## src/rtl/salu_pkg.sv

```systemverilog
// Shared types and constants for the SALU divider slice.
// Holds the divider FSM state type, the ALU operation selects and a counter-width helper.
package salu_pkg;

    typedef enum logic [1:0] {S_IDLE, S_CALC, S_DONE} div_state_t;

    localparam logic SEL_ADD = 1'b0;
    localparam logic SEL_SUB = 1'b1;

    // The iteration counter counts WIDTH-1 down to 0.
    function automatic int cnt_width(input int width);
        return (width < 2) ? 1 : $clog2(width);
    endfunction

endpackage

```

## src/rtl/salu_divider_alu.sv

```systemverilog
// simple_alu: unsigned add/subtract datapath shared by the SALU blocks.
// o_uf flags a borrow on subtract, o_of flags a carry out on add.
module simple_alu
    import salu_pkg::*;
#(
    parameter int WIDTH = 10
)
(
    input  logic [WIDTH-1:0] i_a,
    input  logic [WIDTH-1:0] i_b,
    input  logic             i_sel,
    output logic [WIDTH-1:0] o_out,
    output logic             o_uf,
    output logic             o_of
);

    logic [WIDTH-1:0] w_b_eff;
    logic [WIDTH:0]   w_sum;

    // Subtract is a + ~b + 1; its carry out is set exactly when a >= b.
    always_comb begin
        w_b_eff = (i_sel == SEL_SUB) ? ~i_b : i_b;
        w_sum   = {1'b0, i_a} + {1'b0, w_b_eff} + {{WIDTH{1'b0}}, i_sel};
        o_out   = w_sum[WIDTH-1:0];
        o_uf    = (i_sel == SEL_SUB) && !w_sum[WIDTH];
        o_of    = (i_sel == SEL_ADD) && w_sum[WIDTH];
    end

endmodule

```

## src/rtl/salu_divider.sv

```systemverilog
// salu_divider: sequential unsigned restoring divider, one trial subtraction per cycle.
// Define SALU_DIV_EARLY_EXIT_EN to finish in one edge when dividend < divisor.
module salu_divider
    import salu_pkg::*;
#(
    parameter int WIDTH = 9
)
(
    input  logic             clk,
    input  logic             reset_n,
    input  logic             i_div_valid,
    output logic             o_div_ready,
    input  logic [WIDTH-1:0] i_div_dividend,
    input  logic [WIDTH-1:0] i_div_divisor,
    output logic             o_div_valid,
    input  logic             i_div_ready,
    output logic [WIDTH-1:0] o_div_quotient,
    output logic [WIDTH-1:0] o_div_remainder,
    output logic             o_div_dbz
);

    localparam int CW = cnt_width(WIDTH);

    div_state_t       r_state;
    div_state_t       w_state_next;
    logic [CW-1:0]    r_cnt;
    logic [WIDTH-1:0] r_rem;
    logic [WIDTH-1:0] r_quo;
    logic [WIDTH-1:0] r_dvs;
    logic [WIDTH-1:0] r_q_out;
    logic [WIDTH-1:0] r_r_out;
    logic             r_dbz;

    logic [WIDTH:0]   w_alu_a;
    logic [WIDTH:0]   w_alu_b;
    logic [WIDTH:0]   w_alu_diff;
    logic             w_alu_uf;
    logic [WIDTH-1:0] w_rem_next;
    logic [WIDTH-1:0] w_quo_next;
    logic             w_div_zero;
    logic             w_accept;

    // With early exit, the idle subtractor compares the incoming operands instead of idling.
    always_comb begin
`ifdef SALU_DIV_EARLY_EXIT_EN
        if (r_state == S_CALC) begin
            w_alu_a = {r_rem, r_quo[WIDTH-1]};
            w_alu_b = {1'b0, r_dvs};
        end else begin
            w_alu_a = {1'b0, i_div_dividend};
            w_alu_b = {1'b0, i_div_divisor};
        end
`else
        w_alu_a = {r_rem, r_quo[WIDTH-1]};
        w_alu_b = {1'b0, r_dvs};
`endif
        w_rem_next = w_alu_uf ? w_alu_a[WIDTH-1:0] : w_alu_diff[WIDTH-1:0];
        w_quo_next = {r_quo[WIDTH-2:0], ~w_alu_uf};
        w_div_zero = (i_div_divisor == '0);
        w_accept   = (r_state == S_IDLE) && i_div_valid;
    end

    simple_alu #(.WIDTH(WIDTH + 1)) u_alu (
        .i_a   (w_alu_a),
        .i_b   (w_alu_b),
        .i_sel (SEL_SUB),
        .o_out (w_alu_diff),
        .o_uf  (w_alu_uf),
        .o_of  ()
    );

    always_ff @(posedge clk or negedge reset_n) begin
        if (!reset_n) begin
            r_state <= S_IDLE;
        end else begin
            r_state <= w_state_next;
        end
    end

    always_comb begin
        w_state_next = r_state;
        unique case (r_state)
            S_IDLE: begin
                if (i_div_valid) begin
                    if (w_div_zero) begin
                        w_state_next = S_DONE;
                    end
`ifdef SALU_DIV_EARLY_EXIT_EN
                    else if (w_alu_uf) begin
                        w_state_next = S_DONE;
                    end
`endif
                    else begin
                        w_state_next = S_CALC;
                    end
                end
            end
            S_CALC:  if (r_cnt == '0) w_state_next = S_DONE;
            S_DONE:  if (i_div_ready) w_state_next = S_IDLE;
            default: w_state_next = S_IDLE;
        endcase
    end

    // Result registers change only on accept (short paths) or on the final iteration.
    always_ff @(posedge clk or negedge reset_n) begin
        if (!reset_n) begin
            r_cnt   <= '0;
            r_rem   <= '0;
            r_quo   <= '0;
            r_dvs   <= '0;
            r_q_out <= '0;
            r_r_out <= '0;
            r_dbz   <= 1'b0;
        end else if (w_accept) begin
            r_dvs <= i_div_divisor;
            if (w_div_zero) begin
                r_q_out <= '1;
                r_r_out <= i_div_dividend;
                r_dbz   <= 1'b1;
            end
`ifdef SALU_DIV_EARLY_EXIT_EN
            else if (w_alu_uf) begin
                r_q_out <= '0;
                r_r_out <= i_div_dividend;
                r_dbz   <= 1'b0;
            end
`endif
            else begin
                r_rem <= '0;
                r_quo <= i_div_dividend;
                r_cnt <= CW'(WIDTH - 1);
                r_dbz <= 1'b0;
            end
        end else if (r_state == S_CALC) begin
            r_rem <= w_rem_next;
            r_quo <= w_quo_next;
            r_cnt <= r_cnt - CW'(1);
            if (r_cnt == '0) begin
                r_q_out <= w_quo_next;
                r_r_out <= w_rem_next;
            end
        end
    end

    assign o_div_ready     = (r_state == S_IDLE);
    assign o_div_valid     = (r_state == S_DONE);
    assign o_div_quotient  = r_q_out;
    assign o_div_remainder = r_r_out;
    assign o_div_dbz       = r_dbz;

endmodule

```

## config.mk

```make
export PLATFORM = sky130hd
export DESIGN_NAME = salu_divider
export DESIGN_NICKNAME = d
export VERILOG_FILES = /design/src/rtl/salu_pkg.sv /design/src/rtl/salu_divider_alu.sv /design/src/rtl/salu_divider.sv
export SDC_FILE = /design/constraint.sdc
export NUM_CORES = 1
export LEC_CHECK = 0
export ABC_AREA = 0
export CAP_MARGIN = 20
export CORE_ASPECT_RATIO = 1.2
export CORE_MARGIN = 3
export CORE_UTILIZATION = 23
export DETAILED_ROUTE_END_ITERATION = 7
export PLACE_DENSITY = 0.51
export SLEW_MARGIN = 5
export SYNTH_ARGS = -nofsm -noshare
export SYNTH_HDL_FRONTEND = slang
export SYNTH_SLANG_ARGS = --single-unit
```

## constraint.sdc

```tcl
create_clock -name clk -period 3.7 [get_ports clk]
set_input_delay 0.37 -clock clk [delete_from_list [all_inputs] [get_ports clk]]
set_output_delay 0.37 -clock clk [all_outputs]
set_load 0.01 [all_outputs]
```

==> impl_metrics.tcl <==
set metrics [dict create \
    clkSlewWorstSetupHoldPaths_ns 0.07 \
    yosys_most_used_dff "dfrtp_1" \
    dpl_worst_slack_ns 0.981 \
    root_buffer "clkbuf_16" \
    setup-violations-final 0 \
    postCtsHoldBufs 0 \
    synth-seq-area-share 0.479 \
    synth-warning-count 0 \
    synthTopCellsByArea "dfrtp_1, o21ai_0, nand2_1" \
    fin_crit_sh 0.723 \
    clock_skew_ns 0.00580 \
    power_switching_mw 1.50 \
    rsz0062_at_grt "false" \
    area_delta_synth_final_pct 27.6 \
    setup_tns_ns 0 \
    ys_types 51 \
    critPathMaxFanout 15 \
    via_count 2105 \
    drv_slew 0 \
    worstSetupPathType "register to register" \
    grt_use_met3 0.0222 \
    totalWireLength_um 6980 \
    final_nets 347 \
    grt_usage 0.109 \
    r2r-start "r_quo[8]" \
    dr.pass1.iters 4 \
    finalHoldViolCount 0 \
    synth_area_leader_cell "dfrtp_1" \
    grt_pass1_wl_um 11700 \
    wl_per_cell_um 14.9 \
    numPortBuffers 42 \
    outcome "finished clean" \
    total_power_mw 3.53 \
    dieWidth_um 105 \
    ioPinCount 43 \
    post_cts_buffers 0 \
    postCtsResizedCells 0 \
    layout-drive-gt1-share 0.0794 \
    clock-sinks 52 \
    placedCellCount 461 \
    ir_drop_mv 0.305 \
    htreeDepth 2 \
    async_flop_share 1.00 \
    design.die.area_um2 13200 \
    cts_tree "done" \
    synth-seq-cells 52 \
    antenna_found_initial 0 \
    p_leak_nw 1.42 \
    critPathArrivalTime_ns 2.89 \
    postSynthCellCount 271 \
    startpoint "r_quo[8]" \
    worst_slew_pin_slew_ns 0.747 \
    p_seq_frac 0.299 \
    fin_ws_ns 1.02 \
    fp-row-count 42 \
    relSlewSlack 0.502 \
    max_freq_mhz 374 \
    synth.avg_cell_area_um2 10.0 \
    start_util 0.240 \
    period_needed_ns 2.68 \
    grt_start_max_net_pins 32 \
    p_per_area_nw_per_um2 1020 \
    maxCapViolCount 0 \
    antenna_cells 0 \
    place_congestion 0.798 \
    netlist.area_leader.share 0.479 \
    use_met1 0.159 \
    syn_nets 304 \
    coreArea_um2 11300 \
    hold_path.class "primary input to async pin" \
    dp_hpwl_um 5240 \
    drc 0 \
    gr-total-overflow 0 \
    comb_power_share 0.566 \
    syn-cell-area_um2 2720 \
    cts_buffers 5 \
    clockBufferDepth 2 \
    startpoint_type "register" \
    grtUsageMet2 0.165 \
    top_usage_layer "met2" \
    synth_edf_count 0 \
    switching_share 0.423 \
    stdcell_count 469 \
    cp-end-kind "register" \
    required_ns 3.91 \
    routed_via_density 4.49 \
    clk_latency_ns 0.29 \
    cell_internal_pwr_mw 2.04 \
    antenna_left 0 \
    drtIter0Drc 82 \
    grt_pass1_vias 2186 \
    die_h_um 125 \
    p_clk_frac 0.135 \
]
layout by cell type, fill, tap and decap left out, drive strengths merged, types with 3 or more instances in the layout:
master         count
dfrtp             52
clkdlybuf4s50     41
nand2             37
o21ai             33
nor2              21
inv               14
mux2i             11
ha                10
o22a               8
a21oi              8
clkbuf             7
a21o               6
buf                6
a31oi              5
a221oi             5
nand3b             4
nor3b              4
xor2               3
nand3              3
or3                3
a211oi             3
power groups by stage:
| stage | Clock, mW | Sequential [mW] | Combinational (mW) |
|---|---|---|---|
| 3_5_place_dp | 0 | 1.06 | 2.00 |
| 2_1_floorplan | 0 | 1.05 | 1.41 |
| 3_3_place_gp | 0 | 1.07 | 1.96 |
| 4_1_cts | 0.492 | 1.06 | 2.02 |
| 6_report | 0.476 | 1.06 | 2.00 |
| 5_1_grt | 0.512 | 1.09 | 2.24 |
registers in the layout, summed over array words and instances (netlist names):
register	flops
r_quo	9
r_state	2
o_div_dbz	1
o_div_remainder	9
o_div_quotient	9
r_dvs	9
r_rem	9
r_cnt	4
layer usage:
metal / vias up / share of wire
met5: - / 0
met4: 0 / 0.010
met3: 7 / 0.041
met2: 42 / 0.45
met1: 1003 / 0.50
li1: 1053 / -
final cells by class:
class                      count  area (um^2)
timing repair buffer          47          453
tap                          154          193
clock inverter                 1         7.51
sequential                    52         1300
inverter                      14         52.6
multi-input combinational    194         1310
clock buffer                   7          143
fill                        1206         7840
through the flow:
step	hold slack, ns	utilization	area [um^2]
final	0.0539	0.307	3460
after CTS	0.0647	0.307	3460
after global routing	0.0983	0.307	3460
after floorplan	0.0744	-	2720
after detailed placement	0.372	0.293	3310
after global placement	0.379	0.293	3310
cell families (layout without fill, tap and decap cells):
family	count (synthesis)	count (layout)	synth area share
AOI/OAI and AO/OA	82	82	0.220
xor gates and xnor gates	5	5	0.0161
adders and majority gates	11	11	0.0535
buffers and inverters	25	69	0.0392
DFF	52	52	0.479
muxes	12	12	0.0447
and+or+nand+nor	84	84	0.147
worst max-delay path, cell delays in order, from the launching register on:
cell	delay [ns]
dfrtp_1	0.39
inv_1	0.07
ha_1	0.15
inv_1	0.05
fa_1	0.43
a211oi_4	0.36
o211ai_4	0.15
a21boi_4	0.44
mux2_2	0.41
o21ai_0	0.14
cell usage after synthesis (all sizes together) (3+ instances only):
cell	instances
a211oi	3
a21o	6
a21oi	8
a221oi	5
a31oi	5
buf	5
clkbuf	6
dfrtp	52
ha	10
inv	14
mux2i	11
nand2	37
nand3	3
nand3b	4
nor2	21
nor3b	4
o21ai	33
o22a	8
or3	3
xor2	3
final timing paths:
path	endpoint	slack, ns	cells past startpoint
max	r_rem[0]	1.02	9
min	r_dvs[3]	0.05	1
max reg2reg	r_rem[0]	1.02	9
min reg2reg	o_div_quotient[2]	0.49	1
max in group asynchronous	r_rem[3]	2.84	2
min in group clk	o_div_quotient[2]	0.49	1
Power figures use the tool's default switching activity.
